$ cat config.mk
export PLATFORM = sky130hd
export DESIGN_NAME = jtframe_sram_arb
export DESIGN_NICKNAME = d
export VERILOG_FILES = /design/src/rtl/jtframe_sram_arb.sv
export SDC_FILE = /design/constraint.sdc
export NUM_CORES = 1
export LEC_CHECK = 0
export BUFFER_PORTS_ARGS = -buffer_cell sky130_fd_sc_hd__buf_2
export CORE_MARGIN = 10
export CORE_UTILIZATION = 44
export CTS_BUF_LIST = sky130_fd_sc_hd__clkbuf_8
export CTS_CLUSTER_SIZE = 20
export DETAILED_ROUTE_END_ITERATION = 8
export PLACE_DENSITY = 0.83
export REMOVE_ABC_BUFFERS = 1
export SYNTH_ARGS = -nofsm -noshare
export SYNTH_HDL_FRONTEND = slang
export SYNTH_SLANG_ARGS = --single-unit
$ cat constraint.sdc
create_clock -name clk -period 1.65 [get_ports clk]
set_input_delay 0.2475 -clock clk [delete_from_list [all_inputs] [get_ports clk]]
set_output_delay 0.2475 -clock clk [all_outputs]
set_load 0.05 [all_outputs]
$ cat src/rtl/jtframe_sram_arb.sv
// jtframe_sram_arb: round-robin arbiter and strobe sequencer for a
// 16-bit asynchronous SRAM shared by a download port (p0) and the game (p1).
//
// Ports:
//   clk, rst            clock, synchronous active-high reset
//   pN_req/we/addr/din  request level, direction, word address, write data
//   pN_dsn              byte enables, active-low ([1] = upper byte)
//   pN_dout/pN_rdy      read data (held until next read) and done pulse
//   busy                high while an access is in flight
//   sram_*              SRAM pins; sram_doe enables sram_dout onto the bus
module jtframe_sram_arb #(
    parameter int AW   = 21,
    parameter int WAIT = 2
) (
    input  logic          clk,
    input  logic          rst,
    input  logic          p0_req,
    input  logic          p0_we,
    input  logic [AW-1:0] p0_addr,
    input  logic [15:0]   p0_din,
    input  logic [1:0]    p0_dsn,
    output logic [15:0]   p0_dout,
    output logic          p0_rdy,
    input  logic          p1_req,
    input  logic          p1_we,
    input  logic [AW-1:0] p1_addr,
    input  logic [15:0]   p1_din,
    input  logic [1:0]    p1_dsn,
    output logic [15:0]   p1_dout,
    output logic          p1_rdy,
    output logic          busy,
    output logic [AW-1:0] sram_addr,
    input  logic [15:0]   sram_din,
    output logic [15:0]   sram_dout,
    output logic          sram_doe,
    output logic          sram_we_n,
    output logic          sram_oe_n,
    output logic          sram_ub_n,
    output logic          sram_lb_n
);

    typedef enum logic [1:0] {
        IDLE,
        SETUP,
        ACCESS,
        HOLD
    } state_t;

    localparam logic [3:0] CNT_INIT = 4'(WAIT - 1);

    state_t     state;
    logic [3:0] cnt;
    logic       last;    // 1: port 1 won the last tie
    logic       gnt;     // port currently being served
    logic       we_l;
    logic       pick1;

    // Port 1 wins when alone, or on a tie when port 0 won the previous tie.
    assign pick1 = p1_req & (~p0_req | ~last);

    always_ff @(posedge clk) begin
        if (rst) begin
            state     <= IDLE;
            cnt       <= '0;
            last      <= 1'b1;
            gnt       <= 1'b0;
            we_l      <= 1'b0;
            busy      <= 1'b0;
            sram_addr <= '0;
            sram_dout <= '0;
            sram_doe  <= 1'b0;
            sram_we_n <= 1'b1;
            sram_oe_n <= 1'b1;
            sram_ub_n <= 1'b1;
            sram_lb_n <= 1'b1;
            p0_dout   <= '0;
            p1_dout   <= '0;
            p0_rdy    <= 1'b0;
            p1_rdy    <= 1'b0;
        end else begin
            p0_rdy <= 1'b0;
            p1_rdy <= 1'b0;
            unique case (state)
                IDLE: begin
                    if (p0_req || p1_req) begin
                        gnt <= pick1;
                        if (p0_req && p1_req)
                            last <= pick1;
                        sram_addr <= pick1 ? p1_addr : p0_addr;
                        sram_dout <= pick1 ? p1_din : p0_din;
                        {sram_ub_n, sram_lb_n} <= pick1 ? p1_dsn : p0_dsn;
                        we_l     <= pick1 ? p1_we : p0_we;
                        sram_doe <= pick1 ? p1_we : p0_we;
                        busy     <= 1'b1;
                        state    <= SETUP;
                    end
                end
                SETUP: begin
                    sram_we_n <= ~we_l;
                    sram_oe_n <= we_l;
                    cnt       <= CNT_INIT;
                    state     <= ACCESS;
                end
                ACCESS: begin
                    if (cnt == 4'd0) begin
                        sram_we_n <= 1'b1;
                        sram_oe_n <= 1'b1;
                        if (!we_l) begin
                            if (gnt) p1_dout <= sram_din;
                            else     p0_dout <= sram_din;
                        end
                        if (gnt) p1_rdy <= 1'b1;
                        else     p0_rdy <= 1'b1;
                        state <= HOLD;
                    end else begin
                        cnt <= cnt - 4'd1;
                    end
                end
                HOLD: begin
                    sram_ub_n <= 1'b1;
                    sram_lb_n <= 1'b1;
                    sram_doe  <= 1'b0;
                    busy      <= 1'b0;
                    state     <= IDLE;
                end
            endcase
        end
    end

endmodule

==> impl_metrics.json <==
{
  "status": "complete, no violations",
  "worst_pin_slew_ns": 0.438,
  "r2r_cells": 5,
  "r2r-end": "cnt[3]",
  "ys.flop_type": "dfxtp_1",
  "ys_types": 42,
  "dp_hpwl_um": 8310,
  "dieWidth_um": 113,
  "chipHeight_um": 113,
  "holdBufCountCts": 0,
  "arrival_ns": 1.81,
  "syn_inst": 379,
  "stdcell_count": 667,
  "place_area_um2": 4900,
  "grt.total_usage": 0.155,
  "htreeDepth": 3,
  "peakVddDrop_uv": 868,
  "antenna_cells": 0,
  "finalClockSkew_ns": 0.0102,
  "drt-pass1-iter-count": 4,
  "synth_area_um2": 3840,
  "r2r_start": "cnt[1]",
  "period_share": 0.954,
  "stdcell_area_um2": 5170,
  "setup_tns_ns": 0,
  "drc": 0,
  "dp_cells": 650,
  "cp-start-kind": "register",
  "min-delay-start": "sram_din[5]",
  "synthTopCellsByArea": "dfxtp_1 (45%), mux2i_1 (19%), nand2b_1 (8.5%)",
  "power_density_nw_per_um2": 1630,
  "wl_per_cell_um": 15.8,
  "yosysMostFrequentCell": "dfxtp_1",
  "hold_end": "p1_dout[5]",
  "p_leak_nw": 2.45,
  "synth_warnings": 0,
  "setup_viol": 0,
  "drv_slew": 0,
  "nets": 661,
  "syn_avg_cell_area_um2": 10.1,
  "cts_buffer_depth": 2,
  "clk_pin_slew_ns": 0.10,
  "finalCriticalPeriod_ns": 1.57,
  "syn_to_final_growth_pct": 34.4,
  "cts_root_buffer": "clkbuf_8",
  "end_kind": "register",
  "vias": 3332,
  "yosysSeqAreaShare": 0.448,
  "yosys-top-cells-count": "dfxtp_1 (86), mux2i_1 (73), nand2b_1 (52)",
  "path_max_fanout": 7,
  "grt_pass1_wl_um": 16800,
  "cts_sinks": 86,
  "yosys.area.top_type": "dfxtp_1",
  "drtAntennaViolNets": 0,
  "grt_overflow": 0,
  "viasPerCell": 5.00,
  "hold_violations": 0,
  "slew_headroom": 0.705,
  "path_class": "reg2reg",
  "gp_congestion": 0.781,
  "hold_class": "in2reg",
  "synth_top_cell_area_share": 0.448,
  "ff2ff_setup_slack_ns": 0.08,
  "start_util": 0.447,
  "drtIter0Drc": 109,
  "rows": 34,
  "io_buffers": 176,
  "cts_setup_buffers": 0,
  "wl_um": 10600,
  "grt_pass1_vias": 3614,
  "max_freq_mhz": 635,
  "drive_gt1_frac": 0.404,
  "hold_depth": 3,
  "synthArstFlopShare": 0,
  "synth_edf_count": 0,
  "rsz0062_at_grt": "no",
  "clkLatencyLatePin_ns": 0.35,
  "cts_buffers": 9,
  "grt_max_degree": 45,
  "max_cap_viol_count": 0,
  "core_area_um2": 8590,
  "die_area_um2": 12900,
  "ios": 177,
  "antenna_found_initial": 0,
  "cts_tree": "done",
  "ys_ff_latch": 86,
  "worstPathRequired_ns": 1.89,
  "fin_util": 0.601
}
-- registers in the layout, indices dropped and copies added, names as in the netlist --
name	count
sram_dout	16
p0_rdy	1
sram_ub_n	1
sram_oe_n	1
last	1
cnt	4
we_l	1
p0_dout	16
gnt	1
p1_rdy	1
sram_we_n	1
busy	1
sram_lb_n	1
sram_doe	1
state	2
p1_dout	16
sram_addr	21
-- cell families after synthesis --
group / count (synthesis) / share of synthesized area
fa+ha+maj: 7 / 0.0228
simple gates: 120 / 0.175
xor+xnor: 1 / 0.00228
buf+inv: 34 / 0.0465
compound gates: 57 / 0.113
flops: 86 / 0.448
mux: 74 / 0.193
-- stage by stage --
step           worst slack, ns  hold slack [ns]  power, mW
2_1_floorplan            -2.09            0.310       5.77
3_3_place_gp            0.0813            0.441       6.78
3_5_place_dp           -0.0320            0.453       6.91
4_1_cts                 0.0299            0.160       8.41
5_1_grt                0.00932            0.178       8.93
6_report                0.0763            0.178       8.40
-- critical path, stage by stage (launching register included) --
cell     delay [ns]
dfxtp_1        0.32
inv_1          0.09
ha_1           0.17
or3b_4         0.43
nand3_1        0.12
mux2_2         0.33
-- power by group --
group	switching, mW	total [mW]	internal [mW]	leakage (nW)
Sequential	0.287	2.86	2.57	0.706
Combinational	2.79	4.07	1.28	1.65
Clock	0.767	1.47	0.705	0.0960
Total	3.85	8.40	4.55	2.45
-- how the worst max path moves through the flow --
| stage | start | endpoint | slack, ns | depth (start not counted) |
|---|---|---|---|---|
| 3_5_place_dp | state[0] | p0_dout[14] | -0.03 | 6 |
| 4_1_cts | state[0] | p0_dout[13] | 0.03 | 6 |
| 2_1_floorplan | p1_req | we_l | -2.09 | 3 |
| 5_1_grt | cnt[1] | cnt[3] | 0.009 | 5 |
| 6_report | cnt[1] | cnt[3] | 0.08 | 5 |
| 3_3_place_gp | cnt[0] | cnt[3] | 0.08 | 5 |
-- repair_timing --
item                       CTS  global route
setup endpoints to repair   40            62
resized for setup            3             9
cloned                       0             1
pin swaps                    0             1
-- cell usage in the layout (no fill, tap or decap), drive strengths merged, types with 2 or more instances in the layout --
| master | n |
|---|---|
| nor2b | 2 |
| a211oi | 41 |
| a2bb2oi | 2 |
| dfxtp | 86 |
| nor2 | 41 |
| clkbuf | 10 |
| nand3 | 3 |
| o21ai | 2 |
| a21oi | 2 |
| clkinv | 2 |
| or3 | 2 |
| nand2b | 52 |
| nand2 | 5 |
| clkinvlp | 2 |
| buf | 191 |
| nor3 | 6 |
| inv | 8 |
| nor3b | 3 |
| mux2i | 73 |
| ha | 7 |
-- routing by layer --
layer  vias to the layer above  global-route usage  routed length (um)
met5                         -                   0                   0
met4                         0              0.0558                 146
met3                        12              0.0740                1120
met2                       138               0.255                5080
met1                      1508               0.171                4220
li1                       1674                   -                   -
-- area by class of cell --
cell class,instances,area [um^2]
inverters,6,22.5
repair buffers,192,1090
flip-flops and latches,86,1720
clock buffers,9,124
multi-input cells,259,2000
well taps,108,135
fillers,731,3430
clock inverters,7,72.6
(Power assumes the default switching activity.)
